--- src/rtl/scalar_io_fifo_port_pkg.sv ---
// Shared defaults for Octavo memory-mapped A/B I/O port responders.
package scalar_io_fifo_port_pkg;

  localparam int    IO_WORD_WIDTH = 36;
  localparam int    IO_DEPTH      = 8;
  localparam int    IO_ADDR_WIDTH = 3;
  localparam string IO_RAMSTYLE   = "logic";

endpackage

--- src/rtl/scalar_io_fifo_port_fifo_fwft.sv ---
// First-word-fall-through FIFO: registered pointers and count, head word
// visible combinationally from storage, zero when empty.
module fifo_fwft #(
  parameter int    WORD_WIDTH = 36,
  parameter int    DEPTH      = 8,
  parameter int    ADDR_WIDTH = 3,
  parameter string RAMSTYLE   = "logic"
) (
  input  logic                  clock,
  input  logic                  reset,
  input  logic                  push,
  input  logic [WORD_WIDTH-1:0] push_data,
  input  logic                  pop,
  output logic [WORD_WIDTH-1:0] head_data,
  output logic [ADDR_WIDTH:0]   count,
  output logic                  empty,
  output logic                  full
);

  localparam logic [ADDR_WIDTH:0] FULL_COUNT = (ADDR_WIDTH + 1)'(DEPTH);

  logic [ADDR_WIDTH-1:0] wr_ptr;
  logic [ADDR_WIDTH-1:0] rd_ptr;
  logic                  do_push;
  logic                  do_pop;
  logic [WORD_WIDTH-1:0] head_word;

  // Full/empty come from the start-of-cycle count, so a same-cycle pop never
  // makes room for a push into a full FIFO.
  assign full    = (count == FULL_COUNT);
  assign empty   = (count == '0);
  assign do_push = push & ~full;
  assign do_pop  = pop & ~empty;

  always_ff @(posedge clock or posedge reset) begin
    if (reset) begin
      wr_ptr <= '0;
      rd_ptr <= '0;
      count  <= '0;
    end else begin
      if (do_push) wr_ptr <= wr_ptr + 1'b1;
      if (do_pop)  rd_ptr <= rd_ptr + 1'b1;
      case ({do_push, do_pop})
        2'b10:   count <= count + 1'b1;
        2'b01:   count <= count - 1'b1;
        default: count <= count;
      endcase
    end
  end

  // Storage is never reset; only the pointers define which entries are live.
  generate
    if (RAMSTYLE == "logic") begin : g_regs
      (* ramstyle = "logic" *) logic [WORD_WIDTH-1:0] mem [DEPTH];
      always_ff @(posedge clock) begin
        if (do_push) mem[wr_ptr] <= push_data;
      end
      assign head_word = mem[rd_ptr];
    end else begin : g_ram
      (* ramstyle = RAMSTYLE *) logic [WORD_WIDTH-1:0] mem [DEPTH];
      always_ff @(posedge clock) begin
        if (do_push) mem[wr_ptr] <= push_data;
      end
      assign head_word = mem[rd_ptr];
    end
  endgenerate

  assign head_data = empty ? '0 : head_word;

endmodule

--- src/rtl/scalar_io_fifo_port.sv ---
// Responder-side Scalar core I/O port: core writes feed a TX FIFO, core reads
// pop an RX FIFO; empty reads and full writes complete and set sticky flags.
module scalar_io_fifo_port
  import scalar_io_fifo_port_pkg::*;
#(
  parameter int    WORD_WIDTH = IO_WORD_WIDTH,
  parameter int    DEPTH      = IO_DEPTH,
  parameter int    ADDR_WIDTH = IO_ADDR_WIDTH,
  parameter string RAMSTYLE   = IO_RAMSTYLE
) (
  input  logic                  clock,
  input  logic                  reset,
  input  logic                  io_rden,
  output logic [WORD_WIDTH-1:0] io_in,
  input  logic                  io_wren,
  input  logic [WORD_WIDTH-1:0] io_out,
  input  logic                  rx_valid,
  output logic                  rx_ready,
  input  logic [WORD_WIDTH-1:0] rx_data,
  output logic                  tx_valid,
  input  logic                  tx_ready,
  output logic [WORD_WIDTH-1:0] tx_data,
  output logic [ADDR_WIDTH:0]   rx_count,
  output logic [ADDR_WIDTH:0]   tx_count,
  input  logic                  status_clear,
  output logic                  underflow,
  output logic                  overflow
);

  logic rx_empty;
  logic rx_full;
  logic tx_empty;
  logic tx_full;

  fifo_fwft #(
    .WORD_WIDTH (WORD_WIDTH),
    .DEPTH      (DEPTH),
    .ADDR_WIDTH (ADDR_WIDTH),
    .RAMSTYLE   (RAMSTYLE)
  ) u_rx_fifo (
    .clock     (clock),
    .reset     (reset),
    .push      (rx_valid),
    .push_data (rx_data),
    .pop       (io_rden),
    .head_data (io_in),
    .count     (rx_count),
    .empty     (rx_empty),
    .full      (rx_full)
  );

  fifo_fwft #(
    .WORD_WIDTH (WORD_WIDTH),
    .DEPTH      (DEPTH),
    .ADDR_WIDTH (ADDR_WIDTH),
    .RAMSTYLE   (RAMSTYLE)
  ) u_tx_fifo (
    .clock     (clock),
    .reset     (reset),
    .push      (io_wren),
    .push_data (io_out),
    .pop       (tx_ready),
    .head_data (tx_data),
    .count     (tx_count),
    .empty     (tx_empty),
    .full      (tx_full)
  );

  assign rx_ready = ~rx_full;
  assign tx_valid = ~tx_empty;

  // A new error event outranks a simultaneous clear so it is never lost.
  always_ff @(posedge clock or posedge reset) begin
    if (reset) begin
      underflow <= 1'b0;
      overflow  <= 1'b0;
    end else begin
      if (io_rden && rx_empty)  underflow <= 1'b1;
      else if (status_clear)    underflow <= 1'b0;
      if (io_wren && tx_full)   overflow  <= 1'b1;
      else if (status_clear)    overflow  <= 1'b0;
    end
  end

endmodule

--- config.mk ---
export PLATFORM = sky130hd
export DESIGN_NAME = scalar_io_fifo_port
export DESIGN_NICKNAME = d
export VERILOG_FILES = /design/src/rtl/scalar_io_fifo_port_pkg.sv /design/src/rtl/scalar_io_fifo_port_fifo_fwft.sv /design/src/rtl/scalar_io_fifo_port.sv
export SDC_FILE = /design/constraint.sdc
export NUM_CORES = 1
export LEC_CHECK = 0
export ABC_AREA = 0
export CAP_MARGIN = 15
export CORE_UTILIZATION = 55
export CTS_CLUSTER_SIZE = 30
export DETAILED_ROUTE_END_ITERATION = 8
export PLACE_DENSITY = 0.87
export SLEW_MARGIN = 20
export SYNTH_ARGS = -nofsm -noshare
export SYNTH_HDL_FRONTEND = slang
export SYNTH_HIERARCHICAL = 1
export SYNTH_SLANG_ARGS = --single-unit
--- constraint.sdc ---
create_clock -name clock -period 7.6 [get_ports clock]
set_clock_uncertainty 0.05 [all_clocks]
set_input_delay 1.52 -clock clock [delete_from_list [all_inputs] [get_ports clock]]
set_output_delay 1.52 -clock clock [all_outputs]
set_load 0.01 [all_outputs]
# Word level (Yosys, flattened, before mapping)
# Memories as Yosys holds them, arrays and structs flattened.
# Cells that the tools add are included.
[op_classes] addsub=8 eq_ne=6 mux=11 bitwise=8 reduce_logical=8
[op_table] cell="two-way mux 36 bit" n=2
[op_table] cell="one-hot mux 4 bit (2 select lines)" n=2
[op_table] cell="adder 3 x 1 -> 3 bit (second input constant)" n=4
[op_table] cell="adder 4 x 1 -> 4 bit (second input constant)" n=2
[op_table] cell="equality test 4 bit (second input constant)" n=2
[op_table] cell="logical NOT 4 bit" n=2
[op_table] cell="nonzero test 2 bit" n=4
[op_table] cell="subtractor 4 x 1 -> 4 bit (second input constant)" n=2
[op_table] cell="two-way mux 1 bit" n=7
[op_table] cell="bitwise AND 1 bit" n=4
[op_table] cell="equality test 2 x 1 -> 1 bit (second input constant)" n=2
[op_table] cell="equality test 2 bit (second input constant)" n=2
[op_table] cell="inverter 1 bit" n=4
[op_table] cell="logical AND 1 bit" n=2
[word_totals] ff_bits=22 ramBits=576 output_inout_bits=84 n_memories=2
[mem_list] name="u_rx_fifo.g_regs.mem" depth=8 width=36 rd=1 rd_clocked_by_memory_dff=0 wr=1 line_no="scalar_io_fifo_port_fifo_fwft.sv:54" rtl="(* ramstyle = \"logic\" *) logic [WORD_WIDTH-1:0] mem [DEPTH];"
[mem_list] name="u_tx_fifo.g_regs.mem" depth=8 width=36 rd=1 rd_clocked_by_memory_dff=0 wr=1 line_no="scalar_io_fifo_port_fifo_fwft.sv:54"

# Longest topological paths before layout
# Gate-level depths: netlist of the first run.
[depth] ltp_word=5 mapped_depth=10 mapped_depth_nobuf=9

# By module
# The synthesis of the first run kept the hierarchy.
[modules_own_cells] mod="fifo_fwft" instances=2 cells_per_inst=486 area_per_inst_um2=11373.4 seq_area_each_um2=8898.5
[modules_own_cells] mod="scalar_io_fifo_port" instances=1 cells_per_inst=11 area_per_inst_um2=90.1 seq_area_each_um2=50.0

# Least setup slack after synthesis of the first run
# Ideal clock, no wire load.
[synth_timing] path_type="input -> register" start="in rx_valid" end="mem u_rx_fifo.g_regs.mem[0][0], enable pin" arrival_ps=4128 required_ps=7076 path_slack_ps=2948 stages=2 path_cell_list="nand3b_1 -> nor3_1"
[synth_via] elab_chain_len=3
[synth_rtl] element="from (decl)" line_no="scalar_io_fifo_port.sv:17" rtl="input logic rx_valid,"
[synth_rtl] element="bitwise AND 1 bit" line_no="scalar_io_fifo_port_fifo_fwft.sv:32" rtl="assign do_push = push & ~full;"
[synth_rtl] element="two-way mux 1 bit" line_no="scalar_io_fifo_port_fifo_fwft.sv:56" rtl="if (do_push) mem[wr_ptr] <= push_data;"
[synth_rtl] element="two-way mux 1 bit (not written as such)" line_no="scalar_io_fifo_port_fifo_fwft.sv:56"
[synth_rtl] element="to (decl)" line_no="scalar_io_fifo_port_fifo_fwft.sv:54"
# Every way passes these cells.

# Final worst setup path of the first run
[layout_timing] start="reg u_rx_fifo.rd_ptr[0]" end="out io_in[19]"
[layout_via] elab_chain_len=2
[layout_rtl] element="from (decl)" line_no="scalar_io_fifo_port_fifo_fwft.sv:23" rtl="logic [ADDR_WIDTH-1:0] rd_ptr;"
[layout_rtl] element="from (signal assigned)" line_no="scalar_io_fifo_port_fifo_fwft.sv:42" rtl="if (do_pop) rd_ptr <= rd_ptr + 1'b1;"
[layout_rtl] element="memory (8 x 36 bit)"
[layout_rtl] element="two-way mux 36 bit" line_no="scalar_io_fifo_port_fifo_fwft.sv:68" rtl="assign head_data = empty ? '0 : head_word;"
[layout_rtl] element="to (decl)" line_no="scalar_io_fifo_port.sv:14" rtl="output logic [WORD_WIDTH-1:0] io_in,"
# Every way passes these cells.

==> results of run 1 <==
==> cells in the mapped netlist, types with 4 or more instances <==
library cell / number
sky130_fd_sc_hd__nor3_1: 4
sky130_fd_sc_hd__nand3_1: 6
sky130_fd_sc_hd__nand2_1: 8
sky130_fd_sc_hd__dfrtp_1: 22
sky130_fd_sc_hd__nand3b_1: 4
sky130_fd_sc_hd__clkbuf_1: 18
sky130_fd_sc_hd__mux2_2: 6
sky130_fd_sc_hd__nor2_1: 16
sky130_fd_sc_hd__nand2b_1: 4
sky130_fd_sc_hd__ha_1: 10
sky130_fd_sc_hd__or4b_2: 4
sky130_fd_sc_hd__a22o_1: 72
sky130_fd_sc_hd__edfxtp_1: 576
sky130_fd_sc_hd__mux4_2: 144
sky130_fd_sc_hd__buf_2: 22
sky130_fd_sc_hd__xnor2_1: 12
sky130_fd_sc_hd__buf_6: 10
sky130_fd_sc_hd__inv_1: 17
==> critical path, stage by stage (launching register included) <==
cell,delay [ns]
sky130_fd_sc_hd__dfrtp_4,1.02
sky130_fd_sc_hd__buf_4,0.65
sky130_fd_sc_hd__mux4_2,0.58
sky130_fd_sc_hd__a22o_1,0.24
sky130_fd_sc_hd__clkdlybuf4s50_1,0.55
==> final cells by class <==
type | instances | share of cell area
tap | 532 | 0.02471
clock inverter | 28 | 0.009894
clock buffer | 70 | 0.05477
multi-input combinational | 318 | 0.1767
sequential | 598 | 0.6630
timing repair buffer | 184 | 0.06828
antenna | 2 | 0.0001858
inverter | 17 | 0.002369
==> path summary, 6_finish.rpt <==
| kind | to | cells after the start | startpoint | slack (ns) |
|---|---|---|---|---|
| worst max-delay path | io_in[19] | 4 | u_rx_fifo/rd_ptr[0] | 2.36 |
| worst max register to register | u_rx_fifo/count[3] | 6 | u_rx_fifo/count[0] | 4.54 |
| max in group asynchronous | u_rx_fifo/rd_ptr[0] | 2 | reset | 5.92 |
| min in group asynchronous | overflow | 2 | reset | 1.10 |
| worst min-delay path | u_rx_fifo/wr_ptr[0] | 1 | u_rx_fifo/wr_ptr[0] | 0.47 |
| worst min register to register | u_rx_fifo/wr_ptr[0] | 1 | u_rx_fifo/wr_ptr[0] | 0.47 |
==> logic make-up after synthesis <==
group / count (synthesis) / synth area share
AO/OA/AOI/OAI: 86 / 0.03227
XOR/XNOR: 14 / 0.005369
adder cells (fa/ha/maj): 10 / 0.005479
buffers and inverters: 67 / 0.01551
flip-flops: 598 / 0.7815
multiplexers: 152 / 0.1458
AND/OR/NAND/NOR: 56 / 0.01403
==> flip-flops by register name, summed over array words and instances (netlist names) <==
name and count:
overflow 1, u_rx_fifo/count 4, u_rx_fifo/g_regs.mem 288, u_rx_fifo/rd_ptr 3, u_rx_fifo/wr_ptr 3, u_tx_fifo/count 4
u_tx_fifo/g_regs.mem 288, u_tx_fifo/rd_ptr 3, u_tx_fifo/wr_ptr 3, underflow 1
==> stage by stage <==
| step | cells | hold WS (ns) | util | total power [mW] | cell area (sq um) |
|---|---|---|---|---|---|
| 2_1_floorplan | 983 | 0.4170 | - | 6.646 | 22840 |
| 3_3_place_gp | 1646 | 0.4516 | 0.6137 | 7.989 | 25110 |
| 4_1_cts | 1746 | 0.4740 | 0.6576 | 10.86 | 26910 |
| 5_1_grt | 1747 | 0.5041 | 0.6581 | 11.19 | 26930 |
| 6_report | 1749 | 0.4743 | 0.6582 | 10.75 | 26940 |
| 3_5_place_dp | 1648 | 0.4633 | 0.6150 | 8.152 | 25170 |
==> power breakdown <==
group	switching (mW)	leakage [nW]	total (mW)	internal (mW)
registers	0.433	5.49	4.60	4.16
logic	1.59	2.34	3.48	1.89
clock network	1.14	0.844	2.67	1.54
total	3.16	8.67	10.8	7.59
==> layer usage <==
metal | share of wire | wire [um]
met1 | 0.37 | 17040
met2 | 0.52 | 23970
met3 | 0.082 | 3772
met4 | 0.021 | 942
met5 | 0.00028 | 13
==> flow_results.xml, run 1 <==
<?xml version="1.0" encoding="UTF-8"?>
<metrics>
  <group name="grt">
    <metric name="met2_usage" unit="">0.3920</metric>
    <metric name="grt_util_met3" unit="">0.05575</metric>
    <metric name="grt_remaining_overflow" unit="">0</metric>
    <metric name="first_pass_grt_wire_length" unit="mm">67.81</metric>
    <metric name="grt_util_all_layers" unit="">0.2210</metric>
    <metric name="number_of_global_route_vias_before_repair" unit="">11350</metric>
    <metric name="globalRouteMet1Util" unit="">0.2652</metric>
    <metric name="grt_start_max_net_pins" unit="">75</metric>
    <metric name="busiest_layer" unit="">met2</metric>
    <metric name="antenna_violations_before_repair" unit="">3</metric>
  </group>
  <group name="routing">
    <metric name="route.detailed.drc" unit="">0</metric>
    <metric name="wire_per_inst" unit="um">26.15</metric>
    <metric name="num_vias" unit="">10660</metric>
    <metric name="drt-vias-per-instance" unit="">6.092</metric>
    <metric name="postRouteAntennaNets" unit="">0</metric>
    <metric name="drtIter0Drc" unit="">816</metric>
    <metric name="first_pass_iters" unit="">7</metric>
    <metric name="detail_route.wirelength" unit="mm">45.73</metric>
  </group>
  <group name="final_layout">
    <metric name="multi_input_area" unit="sq um">4761</metric>
    <metric name="fillers" unit="">2535</metric>
    <metric name="final_cell_mix" unit="">sky130_fd_sc_hd__edfxtp_1, sky130_fd_sc_hd__clkdlybuf4s50_1, sky130_fd_sc_hd__mux4_2</metric>
    <metric name="regArea" unit="sq um">17860</metric>
    <metric name="final_common_cell" unit="">sky130_fd_sc_hd__edfxtp_1</metric>
    <metric name="drive_above_1_share" unit="">0.2288</metric>
    <metric name="final_net_count" unit="">1264</metric>
    <metric name="area.growth.synth_to_final" unit="%">17.95</metric>
  </group>
  <group name="critical_path">
    <metric name="timing_worst_setup_path_type" unit="">flop to primary output</metric>
    <metric name="crit_path_max_fanout" unit="">45</metric>
    <metric name="setup.worst_path.end_class" unit="">primary output</metric>
    <metric name="worstPathRequired" unit="ns">6.03</metric>
    <metric name="arrival" unit="ns">3.67</metric>
    <metric name="critical_path.startpoint_type" unit="">flop</metric>
  </group>
  <group name="pwr">
    <metric name="pwr_density_cell" unit="nW/um^2">399.2</metric>
    <metric name="ir_drop" unit="uV">309.2</metric>
    <metric name="lkg_pwr" unit="nW">8.674</metric>
  </group>
  <group name="sta">
    <metric name="setup_slack" unit="ns">2.356</metric>
    <metric name="timing.final.setup_violations" unit="">0</metric>
    <metric name="timing.final.crit_share" unit="">0.6900</metric>
    <metric name="fin_crit" unit="ns">5.244</metric>
    <metric name="tightestPinTransition" unit="ns">1.106</metric>
    <metric name="totalNegativeSetupSlack" unit="ns">0</metric>
    <metric name="maxSlewHeadroom" unit="">0.2625</metric>
    <metric name="maxClockFrequency" unit="MHz">190.7</metric>
    <metric name="grt_setup_unrepaired" unit="">no</metric>
    <metric name="final_hold_viol_count" unit="">0</metric>
    <metric name="timing.final.max_slew_violations" unit="">0</metric>
  </group>
  <group name="place">
    <metric name="number_of_buffer_cells_added_on_primary_ports" unit="">162</metric>
    <metric name="dp.final_hpwl" unit="mm">24.40</metric>
    <metric name="globalplace.congestion" unit="">0.7191</metric>
    <metric name="place_ws" unit="ns">2.877</metric>
  </group>
  <group name="min_path">
    <metric name="type_of_the_worst_min_delay_path" unit="">flop to flop</metric>
  </group>
  <group name="logic_synthesis">
    <metric name="synth_cell_type_count" unit="">33</metric>
    <metric name="syn-num-nets" unit="">1072</metric>
    <metric name="sequential_to_total_area_share_from_yosys_stat" unit="">0.7815</metric>
    <metric name="synth_async_sr_flop_share" unit="">0.03679</metric>
    <metric name="synthesis.area" unit="sq um">22840</metric>
    <metric name="netlist.top_cell.by_area" unit="">sky130_fd_sc_hd__edfxtp_1</metric>
    <metric name="yosys_register_bits" unit="">598</metric>
    <metric name="ys.warnings.count" unit="">6</metric>
    <metric name="synth_cells" unit="">983</metric>
    <metric name="synth_edf_count" unit="">576</metric>
    <metric name="synth.area.top_cells" unit="">sky130_fd_sc_hd__edfxtp_1, sky130_fd_sc_hd__mux4_2, sky130_fd_sc_hd__a22o_1, sky130_fd_sc_hd__dfrtp_1, sky130_fd_sc_hd__ha_1</metric>
    <metric name="ys.flop_type" unit="">sky130_fd_sc_hd__edfxtp_1</metric>
    <metric name="area_share_of_the_largest_cell_type_after_synthesis" unit="">0.7574</metric>
    <metric name="post_synth.cell_area_avg" unit="sq um">23.23</metric>
  </group>
  <group name="clocking">
    <metric name="clock_sinks" unit="">598</metric>
    <metric name="clock_tree.buffer_depth" unit="">3</metric>
    <metric name="clk-insertion-delay-late" unit="ns">0.59</metric>
    <metric name="tritoncts_buffer_count" unit="">56</metric>
    <metric name="post_cts_hold_buffer_count" unit="">0</metric>
    <metric name="h-tree-depth" unit="">2</metric>
    <metric name="cts-resized-gates" unit="">0</metric>
    <metric name="clk_pin_slew_worst_paths" unit="ns">0.06</metric>
    <metric name="root_buffer" unit="">sky130_fd_sc_hd__clkbuf_16</metric>
    <metric name="cts_tree" unit="">built</metric>
    <metric name="cts_setup_buffers" unit="">0</metric>
  </group>
  <group name="die">
    <metric name="starting_density_of_the_core" unit="">0.5580</metric>
    <metric name="ios" unit="">163</metric>
    <metric name="design.core.area" unit="sq um">40920</metric>
    <metric name="die_outline_area" unit="sq um">42340</metric>
    <metric name="core.rowCount" unit="">74</metric>
    <metric name="dieHeight" unit="um">205.8</metric>
    <metric name="dieWidth" unit="um">205.8</metric>
  </group>
  <group name="run">
    <metric name="max-cap-violations" unit="">0</metric>
  </group>
  <group name="outcome">
    <metric name="run_status" unit="">finished, final reports clean</metric>
  </group>
</metrics>
(Power assumes the default switching activity.)
==> run 2: changes to the inputs <==
Clock period 7.6 ns to 5 ns, I/O delays scaled along.
==> run 2 against run 1 <==
Compared with the run above: die area unchanged; setup slack worse by 1.7 ns; final area up 0.61%; power up 54%; register-to-register slack worse by 2.6 ns; clock power up 58%; core utilization up 0.40 points; via count up 2.6%; critical path depth up 2; critical endpoint is now io_in[12]; highest routed layer is now met4.
==> flow_results.xml, run 2 (synthesis gave the netlist of run 1 again) <==
<?xml version="1.0" encoding="UTF-8"?>
<metrics>
  <group name="outcome">
    <metric name="run_status" unit="">finished, final reports clean</metric>
  </group>
  <group name="die">
    <metric name="die_outline_area" unit="sq um">42340</metric>
    <metric name="design.core.area" unit="sq um">40920</metric>
    <metric name="dieWidth" unit="um">205.8</metric>
    <metric name="starting_density_of_the_core" unit="">0.5580</metric>
    <metric name="dieHeight" unit="um">205.8</metric>
    <metric name="ios" unit="">163</metric>
    <metric name="core.rowCount" unit="">74</metric>
  </group>
  <group name="grt">
    <metric name="grt_start_max_net_pins" unit="">75</metric>
    <metric name="first_pass_grt_wire_length" unit="mm">70.86</metric>
    <metric name="grt_util_all_layers" unit="">0.2292</metric>
    <metric name="number_of_global_route_vias_before_repair" unit="">11550</metric>
    <metric name="grt_remaining_overflow" unit="">0</metric>
    <metric name="antenna_violations_before_repair" unit="">2</metric>
  </group>
  <group name="clocking">
    <metric name="clk-insertion-delay-late" unit="ns">0.60</metric>
    <metric name="cts_tree" unit="">built</metric>
    <metric name="clock_sinks" unit="">598</metric>
    <metric name="h-tree-depth" unit="">2</metric>
    <metric name="cts_setup_buffers" unit="">0</metric>
    <metric name="cts-resized-gates" unit="">0</metric>
    <metric name="tritoncts_buffer_count" unit="">56</metric>
    <metric name="clock_tree.buffer_depth" unit="">3</metric>
    <metric name="root_buffer" unit="">sky130_fd_sc_hd__clkbuf_16</metric>
    <metric name="clk_pin_slew_worst_paths" unit="ns">0.07</metric>
    <metric name="post_cts_hold_buffer_count" unit="">0</metric>
  </group>
  <group name="sta">
    <metric name="final_hold_viol_count" unit="">0</metric>
    <metric name="maxSlewHeadroom" unit="">0.2684</metric>
    <metric name="setup_slack" unit="ns">0.6840</metric>
    <metric name="timing.final.crit_share" unit="">0.8632</metric>
    <metric name="fin_crit" unit="ns">4.316</metric>
    <metric name="totalNegativeSetupSlack" unit="ns">0</metric>
    <metric name="grt_setup_unrepaired" unit="">no</metric>
    <metric name="tightestPinTransition" unit="ns">1.097</metric>
    <metric name="maxClockFrequency" unit="MHz">231.7</metric>
    <metric name="timing.final.max_slew_violations" unit="">0</metric>
    <metric name="timing.final.setup_violations" unit="">0</metric>
    <metric name="post_route_worst_hold_slack" unit="ns">0.4928</metric>
  </group>
  <group name="final_layout">
    <metric name="regArea" unit="sq um">17860</metric>
    <metric name="instances_no_fill" unit="">1767</metric>
    <metric name="drive_above_1_share" unit="">0.2435</metric>
    <metric name="multi_input_area" unit="sq um">4761</metric>
    <metric name="top_regs" unit="">u_rx_fifo/g_regs.mem (288), u_tx_fifo/g_regs.mem (288)</metric>
    <metric name="fillers" unit="">2505</metric>
    <metric name="final_cell_mix" unit="">sky130_fd_sc_hd__edfxtp_1, sky130_fd_sc_hd__clkdlybuf4s50_1, sky130_fd_sc_hd__mux4_2</metric>
    <metric name="area.growth.synth_to_final" unit="%">18.67</metric>
    <metric name="final_net_count" unit="">1275</metric>
    <metric name="final_common_cell" unit="">sky130_fd_sc_hd__edfxtp_1</metric>
  </group>
  <group name="critical_path">
    <metric name="crit_path_max_fanout" unit="">27</metric>
    <metric name="setup.worst_path.end_class" unit="">primary output</metric>
    <metric name="arrival" unit="ns">3.27</metric>
    <metric name="timing_worst_setup_path_type" unit="">flop to primary output</metric>
    <metric name="critical_path.startpoint_type" unit="">flop</metric>
    <metric name="worstPathRequired" unit="ns">3.95</metric>
  </group>
  <group name="pwr">
    <metric name="lkg_pwr" unit="nW">8.785</metric>
    <metric name="pwr_density_cell" unit="nW/um^2">610.1</metric>
    <metric name="power_frac_clock" unit="">0.255</metric>
    <metric name="internal_power" unit="mW">11.62</metric>
    <metric name="total_power" unit="mW">16.53</metric>
    <metric name="power.combinational.fraction" unit="">0.329</metric>
    <metric name="sequential_share_of_power" unit="">0.416</metric>
    <metric name="sw_frac_of_total" unit="">0.2971</metric>
    <metric name="ir_drop" unit="uV">538.7</metric>
    <metric name="net-switching-power" unit="mW">4.913</metric>
  </group>
  <group name="routing">
    <metric name="wire_per_inst" unit="um">26.48</metric>
    <metric name="postRouteAntennaNets" unit="">0</metric>
    <metric name="first_pass_iters" unit="">5</metric>
    <metric name="num_vias" unit="">10940</metric>
    <metric name="drt-vias-per-instance" unit="">6.189</metric>
    <metric name="detail_route.wirelength" unit="mm">46.80</metric>
    <metric name="drtIter0Drc" unit="">755</metric>
    <metric name="route.detailed.drc" unit="">0</metric>
  </group>
  <group name="run">
    <metric name="max-cap-violations" unit="">0</metric>
  </group>
  <group name="place">
    <metric name="number_of_buffer_cells_added_on_primary_ports" unit="">162</metric>
    <metric name="dp.cells" unit="">1660</metric>
    <metric name="globalplace.congestion" unit="">0.7404</metric>
    <metric name="place_ws" unit="ns">1.344</metric>
    <metric name="dp.final_hpwl" unit="mm">27.12</metric>
  </group>
  <group name="min_path">
    <metric name="type_of_the_worst_min_delay_path" unit="">flop to flop</metric>
  </group>
</metrics>
## run 2: cell types whose count changed in the layout (fill, tap and decap cells not counted), moves of 5 or more
| cell | change |
|---|---|
| sky130_fd_sc_hd__clkbuf_1 | -6 |
| sky130_fd_sc_hd__clkinv_4 | +5 |
| sky130_fd_sc_hd__buf_4 | +11 |
| sky130_fd_sc_hd__inv_6 | +5 |
## run 2: through the flow
step	instance area [sq um]	util
floorplan	22840	-
global placement	25260	0.6172
detailed placement	25260	0.6172
CTS	27090	0.6620
global route	27090	0.6620
finish	27100	0.6622
## run 2: critical path, stage by stage (launching register included)
cell and delay (ns):
sky130_fd_sc_hd__dfrtp_1 0.50, sky130_fd_sc_hd__or4_4 0.22, sky130_fd_sc_hd__inv_1 0.08, sky130_fd_sc_hd__nor2_4 0.70, sky130_fd_sc_hd__buf_4 0.34, sky130_fd_sc_hd__a22o_1 0.22, sky130_fd_sc_hd__clkdlybuf4s50_1 0.56
## run 2: path summary, 6_finish.rpt
path	startpoint	endpoint	slack, ns	depth (start not counted)
min in group asynchronous	reset	overflow	0.55	2
worst min-delay path	u_rx_fifo/wr_ptr[0]	u_rx_fifo/wr_ptr[0]	0.49	1
max in group asynchronous	reset	u_rx_fifo/rd_ptr[0]	3.86	2
worst max-delay path	u_rx_fifo/count[1]	io_in[12]	0.68	6
worst min register to register	u_rx_fifo/wr_ptr[0]	u_rx_fifo/wr_ptr[0]	0.49	1
worst max register to register	u_tx_fifo/count[0]	u_tx_fifo/count[3]	1.91	6
## run 2: power by group through the flow
stage	registers [mW]	logic, mW	clock network, mW
6_report	6.88	5.43	4.22
5_1_grt	6.97	5.77	4.48
4_1_cts	6.90	5.51	4.30
3_5_place_dp	6.99	5.45	0
3_3_place_gp	6.91	5.32	0
2_1_floorplan	6.64	3.46	0
## run 2: layout make-up
type / instances / share of cell area
antenna: 3 / 0.0002770
clock buffer: 64 / 0.05360
clock inverter: 40 / 0.01413
inverter: 17 / 0.002355
multi-input combinational: 318 / 0.1757
sequential: 598 / 0.6590
tap: 532 / 0.02456
timing repair buffer: 195 / 0.07036
## run 2: per-layer routing
| layer | global-route usage | vias up | routed length, um |
|---|---|---|---|
| li1 | - | 4608 | - |
| met4 | 0.07064 | 0 | 911 |
| met1 | 0.2915 | 5756 | 17510 |
| met5 | 0 | - | 0 |
| met3 | 0.04894 | 72 | 3701 |
| met2 | 0.3966 | 500 | 24680 |
==> run 3: changes to the inputs <==
Settings changed: ABC_AREA 0 to 1.
==> run 3 against run 2 <==
Compared with the run above: via count rose by 45%; core utilization fell by 0.44 points; die area rose by 4.5%; non-clock buffer count rose by 3; hold slack got worse by 0.060 ns; synthesized cell count rose by 91%; highest routed layer is now met5; global-route usage rose by 2.3 points; maximum frequency fell by 9.4%.
==> flow_results.xml, run 3 <==
<?xml version="1.0" encoding="UTF-8"?>
<metrics>
  <group name="min_path">
    <metric name="type_of_the_worst_min_delay_path" unit="">flop to flop</metric>
    <metric name="timing.hold.worst.start" unit="">underflow</metric>
  </group>
  <group name="final_layout">
    <metric name="final_cell_mix" unit="">sky130_fd_sc_hd__edfxtp_1, sky130_fd_sc_hd__nor2_1, sky130_fd_sc_hd__o21ai_0</metric>
    <metric name="final_net_count" unit="">2108</metric>
    <metric name="fillers" unit="">2721</metric>
    <metric name="instances_no_fill" unit="">2648</metric>
    <metric name="drive_above_1_share" unit="">0.06925</metric>
    <metric name="top_regs" unit="">u_rx_fifo/g_regs.mem (288), u_tx_fifo/g_regs.mem (288)</metric>
    <metric name="area.growth.synth_to_final" unit="%">16.82</metric>
    <metric name="final_design_utilization" unit="">0.6578</metric>
    <metric name="finish.instance_area" unit="sq um">27900</metric>
    <metric name="final_common_cell" unit="">sky130_fd_sc_hd__edfxtp_1</metric>
  </group>
  <group name="logic_synthesis">
    <metric name="post_synthesis_share_of_cell_area_spent_on_xor_and_xnor_gates" unit="">0.003667</metric>
    <metric name="arithmetic_cell_share_of_the_synthesized_area_counting_full_adders_half_adders_and_majority_gates" unit="">0.005239</metric>
    <metric name="synth.most_common_cell" unit="">sky130_fd_sc_hd__edfxtp_1</metric>
    <metric name="ys.flop_type" unit="">sky130_fd_sc_hd__edfxtp_1</metric>
    <metric name="synth_top_family_by_area" unit="">simple AND/OR/NAND/NOR gates</metric>
    <metric name="synth_edf_count" unit="">576</metric>
    <metric name="synth_async_sr_flop_share" unit="">0.03679</metric>
    <metric name="netlist.top_cell.by_area" unit="">sky130_fd_sc_hd__edfxtp_1</metric>
    <metric name="sequential_to_total_area_share_from_yosys_stat" unit="">0.7473</metric>
    <metric name="yosys_register_bits" unit="">598</metric>
    <metric name="synth_compound_area_frac" unit="">0.1040</metric>
    <metric name="synthesis.area" unit="sq um">23880</metric>
    <metric name="post_synth.cell_area_avg" unit="sq um">12.72</metric>
    <metric name="yosys-top-cells-count" unit="">sky130_fd_sc_hd__edfxtp_1, sky130_fd_sc_hd__nor2_1, sky130_fd_sc_hd__o21ai_0</metric>
    <metric name="area_share_of_the_largest_cell_type_after_synthesis" unit="">0.7242</metric>
    <metric name="synth.area.top_cells" unit="">sky130_fd_sc_hd__edfxtp_1, sky130_fd_sc_hd__nor2_1, sky130_fd_sc_hd__o21ai_0, sky130_fd_sc_hd__dfrtp_1, sky130_fd_sc_hd__o211ai_1</metric>
    <metric name="synth_cell_type_count" unit="">24</metric>
    <metric name="ys.warnings.count" unit="">6</metric>
    <metric name="synth_cells" unit="">1878</metric>
    <metric name="post_synth_and_or_nand_nor_area_fraction" unit="">0.1067</metric>
    <metric name="syn-num-nets" unit="">1967</metric>
    <metric name="muxShareOfSynthArea" unit="">0</metric>
  </group>
  <group name="clocking">
    <metric name="cts_setup_buffers" unit="">0</metric>
    <metric name="cts-resized-gates" unit="">0</metric>
    <metric name="tritoncts_buffer_count" unit="">57</metric>
    <metric name="clk_pin_slew_worst_paths" unit="ns">0.06</metric>
    <metric name="root_buffer" unit="">sky130_fd_sc_hd__clkbuf_16</metric>
    <metric name="post_cts_hold_buffer_count" unit="">0</metric>
    <metric name="clock_tree.buffer_depth" unit="">3</metric>
    <metric name="h-tree-depth" unit="">2</metric>
    <metric name="cts_tree" unit="">built</metric>
    <metric name="clock_sinks" unit="">598</metric>
    <metric name="clk-insertion-delay-late" unit="ns">0.62</metric>
  </group>
  <group name="pwr">
    <metric name="ir_drop" unit="uV">546.4</metric>
    <metric name="net-switching-power" unit="mW">6.359</metric>
    <metric name="lkg_pwr" unit="nW">9.524</metric>
    <metric name="internal_power" unit="mW">11.30</metric>
    <metric name="power.combinational.fraction" unit="">0.369</metric>
    <metric name="total_power" unit="mW">17.66</metric>
    <metric name="sequential_share_of_power" unit="">0.386</metric>
    <metric name="pwr_density_cell" unit="nW/um^2">632.8</metric>
    <metric name="power_frac_clock" unit="">0.244</metric>
    <metric name="sw_frac_of_total" unit="">0.3602</metric>
  </group>
  <group name="critical_path">
    <metric name="arrival" unit="ns">3.71</metric>
    <metric name="crit-reg2reg-launch" unit="">u_rx_fifo/count[0]</metric>
    <metric name="ff2ff_setup_slack" unit="ns">2.01</metric>
    <metric name="worstPathRequired" unit="ns">3.95</metric>
    <metric name="critical_path.startpoint_type" unit="">flop</metric>
    <metric name="critical_path.startpoint" unit="">u_tx_fifo/rd_ptr[1]</metric>
    <metric name="crit_path_max_fanout" unit="">59</metric>
    <metric name="setup.worst_path.end_class" unit="">primary output</metric>
    <metric name="timing_worst_setup_path_type" unit="">flop to primary output</metric>
  </group>
  <group name="die">
    <metric name="core.rowCount" unit="">75</metric>
    <metric name="die_outline_area" unit="sq um">44260</metric>
    <metric name="design.core.area" unit="sq um">42420</metric>
    <metric name="starting_density_of_the_core" unit="">0.5631</metric>
    <metric name="ios" unit="">163</metric>
    <metric name="dieHeight" unit="um">210.4</metric>
    <metric name="dieWidth" unit="um">210.4</metric>
  </group>
  <group name="sta">
    <metric name="post_route_worst_hold_slack" unit="ns">0.4329</metric>
    <metric name="maxClockFrequency" unit="MHz">210.0</metric>
    <metric name="fin_crit" unit="ns">4.762</metric>
    <metric name="tightestPinTransition" unit="ns">1.120</metric>
    <metric name="grt_setup_unrepaired" unit="">no</metric>
    <metric name="setup_slack" unit="ns">0.2381</metric>
    <metric name="timing.final.max_slew_violations" unit="">0</metric>
    <metric name="final_hold_viol_count" unit="">0</metric>
    <metric name="maxSlewHeadroom" unit="">0.2531</metric>
    <metric name="timing.final.setup_violations" unit="">0</metric>
    <metric name="timing.final.crit_share" unit="">0.9524</metric>
    <metric name="totalNegativeSetupSlack" unit="ns">0</metric>
  </group>
  <group name="place">
    <metric name="globalplace.congestion" unit="">0.8351</metric>
    <metric name="postPlaceCellArea" unit="sq um">26010</metric>
    <metric name="place_ws" unit="ns">1.014</metric>
    <metric name="dp.final_hpwl" unit="mm">30.28</metric>
    <metric name="number_of_buffer_cells_added_on_primary_ports" unit="">162</metric>
    <metric name="dp.cells" unit="">2537</metric>
  </group>
  <group name="grt">
    <metric name="grt_util_all_layers" unit="">0.2518</metric>
    <metric name="grt_remaining_overflow" unit="">0</metric>
    <metric name="grt_start_max_net_pins" unit="">146</metric>
    <metric name="number_of_global_route_vias_before_repair" unit="">15710</metric>
    <metric name="antenna_violations_before_repair" unit="">8</metric>
    <metric name="first_pass_grt_wire_length" unit="mm">85.59</metric>
  </group>
  <group name="routing">
    <metric name="drt-vias-per-instance" unit="">5.975</metric>
    <metric name="wire_per_inst" unit="um">21.09</metric>
    <metric name="first_pass_iters" unit="">6</metric>
    <metric name="drtIter0Drc" unit="">1917</metric>
    <metric name="route.detailed.drc" unit="">0</metric>
    <metric name="num_vias" unit="">15820</metric>
    <metric name="postRouteAntennaNets" unit="">0</metric>
    <metric name="detail_route.wirelength" unit="mm">55.84</metric>
  </group>
  <group name="outcome">
    <metric name="run_status" unit="">finished, final reports clean</metric>
  </group>
  <group name="run">
    <metric name="max-cap-violations" unit="">0</metric>
  </group>
</metrics>
==> run 3: area by class of cell <==
type                       instances  area (sq um)  area share
antenna                            6         15.01   0.0005382
clock buffer                      71          1479     0.05301
clock inverter                    34         394.1     0.01413
inverter                          30         120.1    0.004305
multi-input combinational       1134          5368      0.1924
sequential                       598         17860      0.6401
tap                              577         721.9     0.02588
timing repair buffer             198          1942     0.06960
==> run 3: power by group through the flow <==
stage          logic (mW)  clock network (mW)  registers, mW
2_1_floorplan        4.02                   0           6.58
3_3_place_gp         6.07                   0           6.84
3_5_place_dp         6.33                   0           6.89
4_1_cts              6.45                4.36           6.80
5_1_grt              7.05                4.53           6.88
6_report             6.52                4.31           6.82
==> run 3: metal layers <==
metal	vias to the layer above	global-route usage	share of wire
met3	187	0.04931	0.099
met5	-	0	0.00095
met2	1008	0.4253	0.50
met4	8	0.1329	0.040
li1	7045	-	-
met1	7574	0.3084	0.36
==> run 3: cell families after synthesis <==
| family | after synthesis |
|---|---|
| AOI/OAI and AO/OA | 442 |
| xor gates and xnor gates | 10 |
| adders and majority gates | 10 |
| buffers and inverters | 146 |
| DFF | 598 |
| and+or+nand+nor | 672 |
==> run 3: worst max-delay path, cell delays in order (launching register included) <==
cell and delay (ns):
sky130_fd_sc_hd__dfrtp_2 1.07, sky130_fd_sc_hd__clkinv_2 0.87, sky130_fd_sc_hd__o21ai_0 0.29, sky130_fd_sc_hd__o22ai_1 0.12, sky130_fd_sc_hd__nor2_1 0.15, sky130_fd_sc_hd__nor2_1 0.10, sky130_fd_sc_hd__clkdlybuf4s50_1 0.49
==> run 3: path summary, 6_finish.rpt <==
| path | end | depth (start not counted) |
|---|---|---|
| setup / recovery | tx_data[30] | 6 |
| hold / removal | underflow | 2 |
| setup reg to reg | u_rx_fifo/count[2] | 13 |
| hold reg to reg | underflow | 2 |
| max in group asynchronous | u_tx_fifo/rd_ptr[0] | 2 |
| min in group asynchronous | underflow | 2 |
==> edit: new RTL, flow settings as in run 2 <==
Reset style: synchronous (`reset`), changed in 2 clocked blocks.
--- a/src/rtl/scalar_io_fifo_port_fifo_fwft.sv
+++ b/src/rtl/scalar_io_fifo_port_fifo_fwft.sv
@@ -32,7 +32,7 @@
   assign do_push = push & ~full;
   assign do_pop  = pop & ~empty;
 
-  always_ff @(posedge clock or posedge reset) begin
+  always_ff @(posedge clock) begin
     if (reset) begin
       wr_ptr <= '0;
       rd_ptr <= '0;
--- a/src/rtl/scalar_io_fifo_port.sv
+++ b/src/rtl/scalar_io_fifo_port.sv
@@ -70,7 +70,7 @@
   assign tx_valid = ~tx_empty;
 
   // A new error event outranks a simultaneous clear so it is never lost.
-  always_ff @(posedge clock or posedge reset) begin
+  always_ff @(posedge clock) begin
     if (reset) begin
       underflow <= 1'b0;
       overflow  <= 1'b0;
Function: differs if reset is asserted again (counterexample within 4 cycles, from zero or initial values and one cycle with reset high); with reset held inactive, the same outputs for 4 cycles.
==> edit against run 2 <==
- critical path depth shrank 1
- final area rose by 1.8%
- total power shrank 15%
- routed wire length up 0.74%
- synthesized area increased by 2.0%
- synthesized cell count increased by 9.1%
- global-route usage down 0.69 points
- worst setup slack better by 0.0011 ns
- sequential share of layout area down 1.1 points
- register-to-register slack better by 0.18 ns
- first-iteration DRC count rose by 9.9%
- die area increased by 1.9%
- sequential cell count rose by 6
- largest cell class unchanged
==> edit: results (changes against run 2) <==
- Status: complete, no violations
- Total Nets Final: 1364 (+7.0%)
- Final Instance Count excl. Fillers: 1863 (+5.4%)
- Initial antenna violation count: 5 (+3)
- Power in the clock group: 4.51 mW (+6.9%)
- Leakage: 8.58 nW (-2.3%)
- Worst path arrival time: 3.26 ns (about the same)
- Worst path max stage delay: 0.83 ns (+0.13 ns)
- Global-route wire length before repair: 70700 µm (-0.17%)
- Pwr/cell area: 510 mW/mm² (-16%)
- Inst Count DP: 1754 (+5.7%)
- Sequential Power Share: 42.9% (+1.3 points)
- Slowest stage cell, crit path: dfxtp_4
- Met3 wire len: 3630 µm (-2.1%)
- Crit path max fanout: 37 (+37%)
- GR Util met3: 4.89% (-0.0074 points)
- Peak supply drop: 456 µV (-15%)
- RR Endpoint: u_rx_fifo/count[3]
- Psw: 3.73 mW (-24%)
- FF-to-FF path depth: 8 (+2)
- Total CTS buffers: 58 (+3.6%)
- Placed Area: 0.0256 mm² (+1.4%)
- Worst setup path end: io_in[20]
- GRT Total Usage: 22.2% (-0.69 points)
- Mapped Avg Cell Area: 21.7 µm² (-6.5%)
- Hold WS: 0.432 ns (-0.0610 ns)
- Syn_nets: 1161 (+8.3%)
[edit: cell count changes after synthesis, sizes merged, moves of 18 or more]
cell / before / now
dfrtp: 22 / 0
nor2: 16 / 100
a22o: 72 / 0
dfxtp: 0 / 28
mux2i: 2 / 76
buf: 32 / 50
[edit: cells by family after synthesis]
logic type / after synthesis / share of synthesized area, %
XOR/XNOR: 12 / 0.451
multiplexers: 222 / 17.3
adder cells (fa/ha/maj): 10 / 0.537
flip-flops: 604 / 76.7
buffers and inverters: 58 / 1.69
AND/OR/NAND/NOR: 148 / 2.91
AO/OA/AOI/OAI: 18 / 0.425
[edit: layout make-up]
| class | instances | area, µm² | area share, % |
|---|---|---|---|
| antenna | 3 | 7.51 | 0.0272 |
| clock buffer | 66 | 1550 | 5.60 |
| clock inverter | 40 | 429 | 1.56 |
| inverter | 4 | 15.0 | 0.0544 |
| multi-input combinational | 410 | 5160 | 18.7 |
| sequential | 604 | 17900 | 64.8 |
| tap | 539 | 674 | 2.44 |
| timing repair buffer | 197 | 1900 | 6.87 |
